File: src/rtl/scon_bank_if.sv
// CPU register-bus interface for scon_bank: write strobe/address/data plus
// read address and registered read data.
interface scon_bank_if #(
  parameter int unsigned AW = 2
) ();
  logic          wr_en;
  logic [AW-1:0] wr_addr;
  logic [7:0]    wr_data;
  logic [AW-1:0] rd_addr;
  logic [7:0]    rd_data;

  modport master (
    output wr_en, wr_addr, wr_data, rd_addr,
    input  rd_data
  );

  modport slave (
    input  wr_en, wr_addr, wr_data, rd_addr,
    output rd_data
  );
endinterface

File: src/rtl/scon_bank.sv
// Multi-channel 8051-style SCON register bank with SM2 address filtering and
// lowest-channel-first interrupt aggregation. Define SCON_OVERRUN_EN to build overrun flags.
module scon_bank #(
  parameter int unsigned NCH      = 4,
  parameter int unsigned AW       = 2,
  parameter logic [7:0]  RST_SCON = 8'h00
) (
  input  logic              clk,
  input  logic              reset,
  scon_bank_if.slave        bus,
  input  logic [NCH-1:0]    tx_complete,
  input  logic [NCH-1:0]    rx_complete,
  input  logic [NCH-1:0]    rb8_receive,
  output logic [8*NCH-1:0]  scon,
  output logic [2*NCH-1:0]  mode,
  output logic [NCH-1:0]    ren,
  output logic [NCH-1:0]    tb8,
  output logic [NCH-1:0]    irq,
  output logic              irq_any,
  output logic [AW-1:0]     irq_id,
  output logic [NCH-1:0]    ovr
);

  localparam int unsigned SM0 = 7;
  localparam int unsigned SM1 = 6;
  localparam int unsigned SM2 = 5;
  localparam int unsigned REN = 4;
  localparam int unsigned TB8 = 3;
  localparam int unsigned RB8 = 2;
  localparam int unsigned TI  = 1;
  localparam int unsigned RI  = 0;

  logic [NCH-1:0][7:0] scon_q;
  logic [NCH-1:0][7:0] scon_d;
  logic [NCH-1:0]      wr_hit;
  logic [NCH-1:0]      rx_accept;
  logic [NCH-1:0]      ovr_hit;
  logic [NCH-1:0]      irq_d;
  logic [AW-1:0]       irq_id_d;
  logic [7:0]          rd_sel;

  // Per-channel merge: CPU write first, then hardware sets; acceptance uses the pre-write register.
  always_comb begin
    scon_d    = scon_q;
    wr_hit    = '0;
    rx_accept = '0;
    ovr_hit   = '0;
    irq_d     = '0;
    for (int unsigned i = 0; i < NCH; i++) begin
      wr_hit[i]    = bus.wr_en && (bus.wr_addr == AW'(i));
      rx_accept[i] = rx_complete[i] && scon_q[i][REN] &&
                     (!scon_q[i][SM0] || !scon_q[i][SM2] || rb8_receive[i]);
      if (wr_hit[i]) scon_d[i] = bus.wr_data;
      if (tx_complete[i]) scon_d[i][TI] = 1'b1;
      if (rx_accept[i]) begin
        scon_d[i][RI] = 1'b1;
        if (scon_q[i][SM0] || scon_q[i][SM1]) scon_d[i][RB8] = rb8_receive[i];
      end
      ovr_hit[i] = rx_accept[i] && scon_q[i][RI] && !(wr_hit[i] && !bus.wr_data[RI]);
      irq_d[i]   = scon_d[i][TI] | scon_d[i][RI];
    end
  end

  // Fixed priority encoder, channel 0 wins.
  always_comb begin
    irq_id_d = '0;
    for (int i = int'(NCH) - 1; i >= 0; i--) begin
      if (irq_d[i]) irq_id_d = AW'(i);
    end
  end

  always_comb begin
    rd_sel = 8'h00;
    for (int unsigned i = 0; i < NCH; i++) begin
      if (bus.rd_addr == AW'(i)) rd_sel = scon_q[i];
    end
  end

  always_ff @(posedge clk) begin
    if (!reset) begin
      scon_q      <= {NCH{RST_SCON}};
      irq         <= '0;
      irq_any     <= 1'b0;
      irq_id      <= '0;
      bus.rd_data <= 8'h00;
    end else begin
      scon_q      <= scon_d;
      irq         <= irq_d;
      irq_any     <= |irq_d;
      irq_id      <= irq_id_d;
      bus.rd_data <= rd_sel;
    end
  end

`ifdef SCON_OVERRUN_EN
  // Sticky overrun; a new overrun in the same cycle beats the clear-on-write.
  always_ff @(posedge clk) begin
    if (!reset) begin
      ovr <= '0;
    end else begin
      ovr <= ovr_hit | (ovr & ~wr_hit);
    end
  end
`else
  assign ovr = '0;
`endif

  always_comb begin
    scon = scon_q;
    mode = '0;
    ren  = '0;
    tb8  = '0;
    for (int unsigned i = 0; i < NCH; i++) begin
      mode[2*i +: 2] = {scon_q[i][SM0], scon_q[i][SM1]};
      ren[i]         = scon_q[i][REN];
      tb8[i]         = scon_q[i][TB8];
    end
  end

endmodule

File: src/flat_wrapper.sv
// flat-port wrapper written by rule: the top's interface ports become plain ports
module scon_bank_flat 
#(
  parameter int unsigned NCH      = 4,
  parameter int unsigned AW       = 2,
  parameter logic [7:0]  RST_SCON = 8'h00
)
  (clk, reset, tx_complete, rx_complete, rb8_receive, scon, mode, ren, tb8, irq, irq_any, irq_id, ovr, bus_wr_en, bus_wr_addr, bus_wr_data, bus_rd_addr, bus_rd_data);
  scon_bank_if #(.AW(AW)) bus_i ();
  input  logic clk;
  input  logic reset;
  input  logic [NCH-1:0] tx_complete;
  input  logic [NCH-1:0] rx_complete;
  input  logic [NCH-1:0] rb8_receive;
  output logic [8*NCH-1:0] scon;
  output logic [2*NCH-1:0] mode;
  output logic [NCH-1:0] ren;
  output logic [NCH-1:0] tb8;
  output logic [NCH-1:0] irq;
  output logic irq_any;
  output logic [AW-1:0] irq_id;
  output logic [NCH-1:0] ovr;
  input wire logic [$bits(bus_i.wr_en)-1:0] bus_wr_en;
  input wire logic [$bits(bus_i.wr_addr)-1:0] bus_wr_addr;
  input wire logic [$bits(bus_i.wr_data)-1:0] bus_wr_data;
  input wire logic [$bits(bus_i.rd_addr)-1:0] bus_rd_addr;
  output wire logic [$bits(bus_i.rd_data)-1:0] bus_rd_data;
  assign bus_i.wr_en = bus_wr_en;
  assign bus_i.wr_addr = bus_wr_addr;
  assign bus_i.wr_data = bus_wr_data;
  assign bus_i.rd_addr = bus_rd_addr;
  assign bus_rd_data = bus_i.rd_data;
  scon_bank #(.NCH(NCH), .AW(AW), .RST_SCON(RST_SCON)) u_core (.clk(clk), .reset(reset), .bus(bus_i), .tx_complete(tx_complete), .rx_complete(rx_complete), .rb8_receive(rb8_receive), .scon(scon), .mode(mode), .ren(ren), .tb8(tb8), .irq(irq), .irq_any(irq_any), .irq_id(irq_id), .ovr(ovr));
endmodule
File: config.mk
export PLATFORM = sky130hd
export DESIGN_NAME = scon_bank_flat
export DESIGN_NICKNAME = d
export VERILOG_FILES = /design/src/rtl/scon_bank_if.sv /design/src/rtl/scon_bank.sv /design/src/flat_wrapper.sv
export SDC_FILE = /design/constraint.sdc
export NUM_CORES = 1
export LEC_CHECK = 0
export ABC_AREA = 1
export CAP_MARGIN = 30
export CORE_UTILIZATION = 43
export DETAILED_ROUTE_END_ITERATION = 6
export HOLD_SLACK_MARGIN = 0.02
export PLACE_DENSITY_LB_ADDON = 0.1
export SYNTH_ARGS = -nofsm -noshare
export SYNTH_HDL_FRONTEND = slang
export SYNTH_SLANG_ARGS = --single-unit
File: constraint.sdc
create_clock -name clk -period 1.5 [get_ports clk]
set_input_delay 0.3 -clock clk [delete_from_list [all_inputs] [get_ports clk]]
set_output_delay 0.3 -clock clk [all_outputs]
set_load 0.05 [all_outputs]
=== Yosys cells after proc, flatten, opt, wreduce, memory -nomap -nowiden ===
Index checks and enable logic that the tools add are counted.

* Register bits: 47
* Word-level logic and storage cells: 88

* Equal/unequal tests: 6
* Multiplexer cells: 27
* Bitwise operators: 5
* Reductions and logical operators: 37

{| class="wikitable"
|+ Operator list
! operator !! number
|-
| 2-to-1 mux 8 bit || 4
|-
| 2-to-1 mux 1 bit || 17
|-
| logical AND 1 bit || 12
|-
| logical OR 1 bit || 12
|-
| 2-to-1 mux 3 bit || 4
|-
| == test 2 bit, second input constant || 4
|-
| zero test 1 bit || 8
|-
| == test 2 x 1 -> 1 bit, second input constant || 2
|-
| zero test 2 bit || 2
|-
| 2-to-1 mux 2 bit || 2
|-
| OR 1 bit || 4
|-
| OR reduction 4 bit || 1
|-
| OR reduction 3 bit || 1
|-
| OR reduction 2 bit || 1
|-
| NOT 1 bit || 1
|}

=== Logic depth before layout (Yosys ltp) ===
* Word-level depth: 9
* Mapped depth: 10

=== Worst setup path before layout ===
Ideal clock, no wire load.

* Path type: reg-to-reg
* Start point: register u_core.scon_q (netlist bit u_core.mode[7])
* End point: register u_core.irq_any
* Library setup time: 0.113 ns
* Arrival time: 1.417 ns
* Required time: 1.387 ns
* Path slack: -0.030 ns
* Stages on the path, launching flop included: 8
* Buffers on the path: 0
* Clock period less this slack: 1.530 ns
* Path through: dfxtp_1 > nand2_1 > o21ai_0 > nand3_1 > nor2_1 > nand2_1 > nand2_1 > nand2_1

* Longest elaborated chain between the ends: 7

{| class="wikitable"
|+ Ends and longest elaborated chain
! what !! RTL line !! RTL
|-
| start: declaration || scon_bank.sv:33 || <nowiki>logic [NCH-1:0][7:0] scon_q;</nowiki>
|-
| start signal: assignment || scon_bank.sv:81 || <nowiki>scon_q <= {NCH{RST_SCON}};</nowiki>
|-
| start signal: assignment || scon_bank.sv:87 || <nowiki>scon_q <= scon_d;</nowiki>
|-
| zero test 1 bit || scon_bank.sv:52 || <nowiki>(!scon_q[i][SM0] || !scon_q[i][SM2] || rb8_receive[i]);</nowiki>
|-
| logical OR 1 bit (2 in series) || scon_bank.sv:52 ||
|-
| logical AND 1 bit || scon_bank.sv:51 || <nowiki>rx_accept[i] = rx_complete[i] && scon_q[i][REN] &&</nowiki>
|-
| 2-to-1 mux 1 bit || scon_bank.sv:55 || <nowiki>if (rx_accept[i]) begin</nowiki>
|-
| OR 1 bit || scon_bank.sv:60 || <nowiki>irq_d[i] = scon_d[i][TI] | scon_d[i][RI];</nowiki>
|-
| OR reduction 4 bit || scon_bank.sv:89 || <nowiki>irq_any <= |irq_d;</nowiki>
|-
| end signal: assignment || scon_bank.sv:89 ||
|-
| end: declaration || scon_bank.sv:19 || <nowiki>output logic irq_any,</nowiki>
|}

No other way between the ends.
A chain may end at the register's enable or synchronous reset.

=== Worst setup path in the final report ===
* Start point: input port bus_rd_addr[1]
* End point: register u_core.bus.rd_data[2]

* Longest elaborated chain between the ends: 5
* Elaborated cells on any way between the ends: 8
* Those cells by class: eq/ne: 3; mux: 4; reduce/logical: 1

{| class="wikitable"
|+ Ends and longest elaborated chain
! what !! RTL line !! RTL
|-
| start: declaration || flat_wrapper.sv:26 || <nowiki>input wire logic [$bits(bus_i.rd_addr)-1:0] bus_rd_addr;</nowiki>
|-
| zero test 2 bit || scon_bank.sv:75 || <nowiki>if (bus.rd_addr == AW'(i)) rd_sel = scon_q[i];</nowiki>
|-
| 2-to-1 mux 8 bit (3 in series) || scon_bank.sv:75 ||
|-
| 2-to-1 mux 8 bit (*) || scon_bank.sv:75 ||
|-
| end signal: assignment || scon_bank.sv:91 || <nowiki>bus.rd_data <= rd_sel;</nowiki>
|-
| end: declaration || scon_bank_if.sv:19 || <nowiki>output rd_data</nowiki>
|}

Mark *: on every way between the ends. The rest lies on a longest branch, timed or not.

==> out/summary.json <==
{
  "synth.distinct_cells": 28,
  "first_pass_iters": 4,
  "grt_util_met1": 0.304,
  "worst_path_clk_slew_ps": 90,
  "coreArea_um2": 5070,
  "detailedPlace.worstSlack_ps": -276,
  "synth_cells": 314,
  "die-height_um": 74.5,
  "number_of_placement_rows": 26,
  "p_sw_frac": 0.330,
  "layout.cells.most_common": "sky130_fd_sc_hd__buf_12",
  "antenna_cells": 0,
  "drive_gt1_frac": 0.276,
  "clkLatencyLatePin_ps": 300,
  "final-max-slew-violation-count": 0,
  "seq_cells_post_synth": 47,
  "routing_layer_with_the_top_usage_in_global_route": "met2",
  "cts_sinks": 47,
  "endpoint_kind": "register",
  "worst-endpoint-arrival_ps": 1590,
  "power.ir.vdd_worst_mv": 0.486,
  "critical_path_s_slowest_cell": "sky130_fd_sc_hd__clkdlybuf4s50_1",
  "power_per_unit_of_standard_cell_area_nw_per_um2": 879,
  "clock_tree_from_tritoncts": "yes",
  "grt_remaining_overflow": 0,
  "p_comb_frac": 0.332,
  "worst_path_largest_cell_delay_ps": 520,
  "flow.area_growth_from_synthesis_pct": 77.9,
  "crit_path_launch_type": "primary input",
  "cts_buffer_depth": 2,
  "clock_buffer_count_from_cts": 5,
  "crit_path_max_fanout": 8,
  "critPathKind": "in -> reg",
  "grt_setup_unrepaired": "false",
  "worstHoldPathType": "in -> reg",
  "final.period_utilization": 0.892,
  "final.setup.tns_ps": 0,
  "via_per_inst": 4.85,
  "die_area_um2": 5550,
  "p_int_mw": 2.37,
  "grt_max_degree": 44,
  "fmaxAchievable_ghz": 0.747,
  "drt_iter0_markers": 100,
  "yosys_warnings": 0,
  "final_power_mw": 3.54,
  "floorplan.io_pins": 94,
  "power.share.clock": 0.268,
  "synth_seq_area_share": 0.416,
  "synth_area_um2": 2260,
  "final_cell_mix": "sky130_fd_sc_hd__buf_12 (64), sky130_fd_sc_hd__nand2_1 (58), sky130_fd_sc_hd__nor2_1 (49), sky130_fd_sc_hd__dfxtp_1 (45), sky130_fd_sc_hd__inv_1 (36)",
  "worst_clock_skew_ps": 9.39,
  "timing.critical_path.cells": "clkdlybuf4s50_1 -> nor2_2 -> nand2_1 -> nand4_1 -> o211ai_1 -> inv_1",
  "syn_area_per_cell_um2": 7.20,
  "netSwitchingPower_mw": 1.17,
  "layout_setup_ws_ps": 162,
  "postRouteWirelength_um": 6440,
  "hold_viol": 0,
  "detailroute.via_count": 2342,
  "run_status": "finished, final reports clean",
  "cp_data_required_time_ps": 1760,
  "port-buffer-count": 89,
  "grt_util_all_layers": 0.245,
  "place_hpwl_um": 5180,
  "gr-usage-met3": 0.0461,
  "die_width_um": 74.5,
  "worst_hold_slack_ps": 433,
  "cap_viol_max_count": 0,
  "cts.repair.resized": 0,
  "use_met2": 0.438,
  "nets": 439,
  "post_dr_wirelength_cell_um": 13.3,
  "finalCoreUtilization": 0.792,
  "ctsHoldBuffers": 0,
  "antenna_violating_nets_post_route": 0,
  "clock_tree.root_cell": "sky130_fd_sc_hd__clkbuf_8",
  "crit_buf_inv": 2,
  "cts_setup_buffers": 0,
  "routabilityCongestion": 0.927,
  "grt_antenna_before_repair": 0,
  "period_needed_ps": 1340,
  "first_global_vias": 2212,
  "power.sequential.fraction": 0.400,
  "leakage_nw": 1.85,
  "drc": 0,
  "timing.critical_path.max_delay_family": "simple AND/OR/NAND/NOR gates",
  "setup_viol": 0,
  "grt_first_pass_wirelength_um": 10300,
  "floorplan.initialDensity": 0.446,
  "ctsHtreeMaxLevel": 2
}
[Yosys cell counts]
cell | number | share of area
sky130_fd_sc_hd__clkbuf_4 | 1 | 0.0033
sky130_fd_sc_hd__nand3_1 | 19 | 0.042
sky130_fd_sc_hd__dfxtp_1 | 47 | 0.42
sky130_fd_sc_hd__buf_6 | 3 | 0.015
sky130_fd_sc_hd__o211ai_1 | 7 | 0.023
sky130_fd_sc_hd__a31oi_1 | 1 | 0.0028
sky130_fd_sc_hd__nand2_1 | 58 | 0.096
sky130_fd_sc_hd__conb_1 | 1 | 0.0017
sky130_fd_sc_hd__nand2_2 | 1 | 0.0028
sky130_fd_sc_hd__nand3b_1 | 1 | 0.0033
sky130_fd_sc_hd__inv_1 | 36 | 0.060
sky130_fd_sc_hd__nor2_4 | 2 | 0.010
sky130_fd_sc_hd__clkbuf_2 | 1 | 0.0022
sky130_fd_sc_hd__nand3_4 | 3 | 0.023
sky130_fd_sc_hd__o21bai_1 | 1 | 0.0033
sky130_fd_sc_hd__nand4_1 | 7 | 0.019
sky130_fd_sc_hd__a21oi_1 | 8 | 0.018
sky130_fd_sc_hd__o2111ai_1 | 1 | 0.0039
sky130_fd_sc_hd__nand2_4 | 1 | 0.0050
sky130_fd_sc_hd__a211oi_1 | 1 | 0.0033
sky130_fd_sc_hd__inv_2 | 2 | 0.0033
sky130_fd_sc_hd__nor2_2 | 1 | 0.0028
sky130_fd_sc_hd__nor3_1 | 2 | 0.0044
sky130_fd_sc_hd__nor2_1 | 50 | 0.083
sky130_fd_sc_hd__clkbuf_1 | 3 | 0.0050
sky130_fd_sc_hd__buf_2 | 2 | 0.0044
sky130_fd_sc_hd__o21ai_0 | 33 | 0.073
sky130_fd_sc_hd__buf_4 | 21 | 0.070
[final timing paths]
| path | endpoint | cells past startpoint | slack [ps] | from |
|---|---|---|---|---|
| min reg2reg | u_core.scon[29] | 2 | 490 | u_core.scon[29] |
| max reg2reg | u_core.irq_any | 7 | 260 | u_core.scon[29] |
| min | u_core.scon[1] | 3 | 430 | bus_wr_en |
| max | u_core.bus.rd_data[2] | 6 | 160 | bus_rd_addr[1] |
[cell families (layout without fill, tap and decap cells)]
logic type	Yosys count	after routing	synth area share
AO/OA/AOI/OAI	52	52	0.127
buffers and inverters	69	165	0.163
flip-flops	47	47	0.416
other	1	4	0.00166
AND/OR/NAND/NOR	145	145	0.292
[metrics by stage]
stage | area, um^2 | cells
global placement | 3900 | 475
detailed placement | 3900 | 475
CTS | 4010 | 483
global route | 4020 | 483
floorplan | 2270 | 317
finish | 4020 | 483
[final cells by class]
class / instances / area, um^2
inverter: 38 / 143
timing repair buffer: 119 / 1770
sequential: 47 / 943
fill: 352 / 1050
multi-input combinational: 201 / 966
tap: 70 / 87.6
clock inverter: 3 / 46.3
clock buffer: 5 / 68.8
[worst register-to-register path: stages (launching register included)]
cell and delay [ps]:
sky130_fd_sc_hd__dfxtp_2 380, sky130_fd_sc_hd__nand2_1 90, sky130_fd_sc_hd__o21ai_1 210, sky130_fd_sc_hd__nand3_1 150, sky130_fd_sc_hd__nor2_1 130, sky130_fd_sc_hd__nand2_1 60
sky130_fd_sc_hd__nand2_1 80, sky130_fd_sc_hd__nand2_1 50
[metal layers]
layer / share of wire / vias up
li1: - / 1172
met1: 0.42 / 1082
met2: 0.51 / 82
met3: 0.054 / 6
met4: 0.0095 / 0
met5: 0 / -
[power groups by stage]
stage,clock network [mW],logic (mW),registers [mW]
2_1_floorplan,0,0.360,1.66
3_3_place_gp,0,1.15,1.44
3_5_place_dp,0,1.17,1.44
4_1_cts,0.962,1.18,1.41
5_1_grt,1.01,1.24,1.42
6_report,0.947,1.17,1.41
[registers in the layout, indices dropped and copies added, names as in the netlist]
signal / count
u_core.bus.rd_data: 8
u_core.irq: 4
u_core.irq_any: 1
u_core.irq_id: 2
u_core.mode: 8
u_core.ren: 4
u_core.scon: 20
(Power assumes the default switching activity.)
